--- config.mk ---
export PLATFORM = sky130hd
export DESIGN_NAME = dcim_act_serializer
export DESIGN_NICKNAME = d
export VERILOG_FILES = /design/src/rtl/dcim_act_serializer.sv
export SDC_FILE = /design/constraint.sdc
export NUM_CORES = 1
export LEC_CHECK = 0
export ABC_AREA = 1
export CELL_PAD_IN_SITES_DETAIL_PLACEMENT = 0
export CELL_PAD_IN_SITES_GLOBAL_PLACEMENT = 2
export CORE_UTILIZATION = 27
export CTS_BUF_LIST = sky130_fd_sc_hd__clkbuf_8
export DETAILED_ROUTE_END_ITERATION = 10
export HOLD_SLACK_MARGIN = 0.08
export PLACE_DENSITY = 0.85
export SLEW_MARGIN = 20
export SYNTH_ARGS = -nofsm -noshare
export SYNTH_HDL_FRONTEND = slang
export SYNTH_SLANG_ARGS = --single-unit
export TNS_END_PERCENT = 5
--- constraint.sdc ---
create_clock -name clk -period 2.1 [get_ports clk]
set_input_delay 0.42 -clock clk [delete_from_list [all_inputs] [get_ports clk]]
set_output_delay 0.42 -clock clk [all_outputs]
set_load 0.05 [all_outputs]
--- src/rtl/dcim_act_serializer.sv ---
// Bit-serial activation driver for the DCIM macro: latches one activation vector per job and
// streams it MSB-first as word-line bit-planes with the st/acm_en/wwidth accumulator controls.
module dcim_act_serializer #(
   parameter int N_ROWS = 64,
   parameter int ABITS  = 8
) (
   input  logic                      clk,
   input  logic                      rst,
   input  logic                      in_valid,
   output logic                      in_ready,
   input  logic [N_ROWS*ABITS-1:0]   in_act,
   input  logic                      in_prec,
   input  logic                      in_wwidth,
   input  logic                      hold,
   output logic [N_ROWS-1:0]         wl_bits,
   output logic                      st,
   output logic                      acm_en,
   output logic                      wwidth,
   output logic                      res_valid,
   output logic                      busy
);

   localparam int CW = $clog2(ABITS);

   localparam logic [1:0] S_IDLE   = 2'd0;
   localparam logic [1:0] S_CLEAR  = 2'd1;
   localparam logic [1:0] S_STREAM = 2'd2;
   localparam logic [1:0] S_DONE   = 2'd3;

   localparam logic [CW-1:0] CNT_FULL = CW'(ABITS - 1);
   localparam logic [CW-1:0] CNT_HALF = CW'(ABITS / 2 - 1);
   localparam logic [CW-1:0] CNT_ZERO = {CW{1'b0}};

   logic [1:0]              state_q, state_d;
   logic [CW-1:0]           cnt_q, cnt_d;
   logic [N_ROWS*ABITS-1:0] data_q, data_d;
   logic                    wwidth_q, wwidth_d;
   logic                    accept_s;
   logic [N_ROWS-1:0]       plane_s;

   // Bit cnt_q of every latched row forms the current word-line plane.
   for (genvar r = 0; r < N_ROWS; r++) begin : g_row
      logic [ABITS-1:0] row_s;
      assign row_s      = data_q[r*ABITS +: ABITS];
      assign plane_s[r] = row_s[cnt_q];
   end

   // Handshake and output decode from registered state only (acm_en also sees hold).
   always_comb begin
      in_ready  = (state_q == S_IDLE) || (state_q == S_DONE);
      accept_s  = in_valid && in_ready;
      st        = (state_q == S_CLEAR);
      busy      = (state_q == S_CLEAR) || (state_q == S_STREAM);
      res_valid = (state_q == S_DONE);
      acm_en    = (state_q == S_STREAM) && !hold;
      wwidth    = wwidth_q;
      if (state_q == S_STREAM) begin
         wl_bits = plane_s;
      end else begin
         wl_bits = {N_ROWS{1'b0}};
      end
   end

   // Next-state logic: the counter preloaded at accept encodes the job precision.
   always_comb begin
      state_d  = state_q;
      cnt_d    = cnt_q;
      data_d   = data_q;
      wwidth_d = wwidth_q;
      case (state_q)
         S_IDLE, S_DONE: begin
            if (accept_s) begin
               state_d  = S_CLEAR;
               data_d   = in_act;
               wwidth_d = in_wwidth;
               cnt_d    = in_prec ? CNT_FULL : CNT_HALF;
            end else begin
               state_d  = S_IDLE;
            end
         end
         S_CLEAR: begin
            state_d = S_STREAM;
         end
         S_STREAM: begin
            if (hold) begin
               state_d = S_STREAM;
            end else if (cnt_q == CNT_ZERO) begin
               state_d = S_DONE;
            end else begin
               cnt_d   = cnt_q - {{(CW-1){1'b0}}, 1'b1};
            end
         end
         default: begin
            state_d = S_IDLE;
         end
      endcase
   end

   // State registers with synchronous reset; reset aborts any job in flight.
   always_ff @(posedge clk) begin
      if (rst) begin
         state_q  <= S_IDLE;
         cnt_q    <= CNT_ZERO;
         data_q   <= {(N_ROWS*ABITS){1'b0}};
         wwidth_q <= 1'b0;
      end else begin
         state_q  <= state_d;
         cnt_q    <= cnt_d;
         data_q   <= data_d;
         wwidth_q <= wwidth_d;
      end
   end

endmodule

==> reports/results.txt <==
Yosys reg bits: 518
FF-to-FF Start: state_q[0]
Worst slack, placed: -33.7 ps
Port bufs: 587
CP max FO: 81
Initial Utilization: 27.4%
Post-synthesis simple-gate area fraction: 25.1%
Via count: 24,400
Clock Skew: 33.8 ps
CTS tree: built
Crit path largest cell delay: 410 ps
Critical Path, Cell by Cell: buf_16 -> nand3_1 -> nand3_1 -> nand2_1 -> nor2_2 -> buf_4 -> buf_12
Die area: 0.0882 sq mm
Fillers: 9,061
Xor/xnor cell area share of the yosys netlist: 0%
RSZ-0062 raised after global routing: yes
WL final: 93,500 microns
HPWL after DPL: 66,500 microns
First-pass DRT Iterations: 5
Hold depth: 3
Post-synthesis adder-cell area fraction: 0.320%
RD Place Congestion: 0.817
Die W: 297 microns
Hold Vio Cnt, Final: 0
Share of cells above drive strength 1: 11.9%
YS warnings: 0
Seq/Total Area, Yosys: 44.1%
Clk pin slew, worst setup/hold paths: 50 ps
Slew of the pin with the lowest slew margin: 625 ps
# IOs: 588
Crit Path Category: reg2out
Minimum clock period: 2750 ps
Net Sw Frac: 41.8%
Min-Delay Path Class: in2reg
H-tree depth: 3
Int Pwr: 27.1 mW
Worst Reg-to-Reg Cells: 8
Post-route ant nets: 0
Maximum vdd drop: 0.000707 V
Hold Path Sink: data_q[232]
P per Cell Area: 1340 mW/mm^2
Longest Clk Path Bufs: 3
Mapped Cells: 3,539
F_max: 364 MHz
Clock sinks: 518
Synthesized Nets: 4,063
Residual DRC: 0
Slowest CP cell: dfxtp_4
Req. time, crit path: 1680 ps
Clock Power Share: 21.5%
Final nets: 4,669
Final period util: 131%
Initial antenna violation count: 12
WL/cell: 17.4 microns
Synth Area in Compound Gates: 19.3%
Final Worst Setup Slack: -649 ps
Reg2reg end: data_q[133]
Finished Layout Cells: 5,362
Relative slew slack: 58.3%
Num CTS Buffers: 99
Area grow syn2layout: 47.7%
CP most frequent cell: nand3_1
Status: finished with violations
Failing checks: setup timing
DIE HEIGHT: 297 microns
Final core utilization: 40.5%
Hold Crit Start: in_act[232]
Row count: 107
Drt initial violations: 1,421
Synth Cell Area: 0.0235 sq mm
MaxCap Viol Count: 0
FF-to-FF setup slack: 310 ps
Root Buffer Master: clkbuf_8
Vias in the first global route: 24,600
Core area: 0.0857 sq mm
Seq pwr share: 30.1%
Largest family of logic cells by synthesized area: simple AND/OR/NAND/NOR gates
Placed cell count: 5,181
Setup Viol. Count Final: 66
Portion of netlist area occupied by mux cells: 0%
Synth cell types: 18
Net switching power figure: 19.5 mW
Leak: 14.3 nW
Clock Latency Late Sink: 690 ps
Gr ovfl total: 0
GRT Util Overall: 20.6%
Critical Path AT: 2330 ps
Syn avg cell area: 6.64 sq um
Setup crit start kind: register
Largest net degree at the start of global routing: 89
Comb pwr share: 48.5%
Max-slew violation count: 0
Setup crit end kind: primary output
First-pass GRT wire length: 142,000 microns
DR vias/cell: 4.56
[repair_timing]
item | in CTS | in global routing
gates resized for setup | 80 | 43
hold buffers | 0 | 0
pin swaps | 18 | 11
buffers inserted | 0 | 3
gates cloned | 0 | 4
setup endpoints to repair | 70 | 68
hold endpoints to repair | 0 | 0
[how the worst max path moves through the flow]
stage | slack [ps] | cells past startpoint | end | from
after CTS | -710 | 8 | wl_bits[22] | cnt_q[0]
after floorplan | -100 | 6 | wl_bits[11] | state_q[0]
after global placement | -20 | 7 | wl_bits[7] | cnt_q[0]
final | -650 | 7 | wl_bits[31] | cnt_q[1]
after global routing | -750 | 8 | wl_bits[3] | cnt_q[0]
after detailed placement | -30 | 7 | wl_bits[7] | cnt_q[0]
[Yosys cell counts, drive strengths merged]
library cell / number / area share (%)
a21oi: 389 / 8.3
nand3b: 2 / 0.064
clkbuf: 105 / 1.7
inv: 332 / 5.3
nand2: 658 / 11
nor2: 649 / 10
buf: 171 / 4.2
o21ai: 515 / 11
nand3: 194 / 4.1
dfxtp: 518 / 44
ha: 6 / 0.32
[layout by cell type, fill, tap and decap left out, types with 9 or more instances in the layout]
master and n:
a21oi_1 380, buf_12 113, buf_4 130, buf_6 9
clkbuf_8 127, clkdlybuf4s50_1 517, dfxtp_1 513, inv_1 353
nand2_1 648, nand2_2 9, nand3_1 188, nor2_1 589
nor2_2 48, nor2_4 12, o21ai_0 412, o21ai_1 103
[layer usage]
metal | GRT usage (%) | part of all wire [%] | wire [microns] | vias to the layer above
met5 | 0 | 0.086 | 80 | -
met4 | 5.98 | 2.6 | 2400 | 14
met3 | 4.69 | 5.8 | 5410 | 141
met2 | 34.7 | 47 | 44000 | 669
met1 | 26.1 | 45 | 41600 | 11200
li1 | - | - | - | 12500
[power by group through the flow]
stage	combinational, mW	sequential (mW)	clock, mW
after floorplan	13.4	13.9	0
after global placement	21.7	14.2	0
after detailed placement	21.8	14.2	0
after CTS	22.3	14.0	10.4
after global routing	25.2	14.4	10.8
final	22.6	14.0	10.0
[critical path, delay by kind of cell (launching register included)]
| kind | cells | cell delay, ps |
|---|---|---|
| buffers and inverters | 3 | 590 |
| flip-flops | 1 | 410 |
| AND/OR/NAND/NOR | 4 | 440 |
[registers in the layout (all words and copies together) (netlist names)]
register,flops
cnt_q,3
data_q,512
state_q,2
wwidth,1
[cell type report]
class                           count  area [sq um]  share of cell area, %
Antenna cell                        5          12.5                 0.0361
Clock buffer                      127          1750                   5.04
Clock inverter                     42           231                  0.667
Inverter                          332          1280                   3.69
Multi-Input combinational cell   2413         10800                   31.2
Sequential cell                   518         10400                   29.9
Tap cell                         1144          1430                   4.12
Timing Repair Buffer              781          8780                   25.3
[stage by stage]
step	power (mW)	hold WS [ps]	instance area [sq um]	TNS, ps
2_1_floorplan	27.2	429	23500	-4680
3_3_place_gp	35.9	437	32200	-17.2
3_5_place_dp	36.1	441	32200	-35.5
4_1_cts	46.7	250	34400	-38690
5_1_grt	50.4	270	34700	-42850
6_report	46.7	330	34700	-32900
[cells by family after synthesis]
group,Yosys count
simple gates,1503
flops,518
fa+ha+maj,6
buf+inv,608
compound gates,904
No activity file was read; power rests on OpenSTA's default activity.
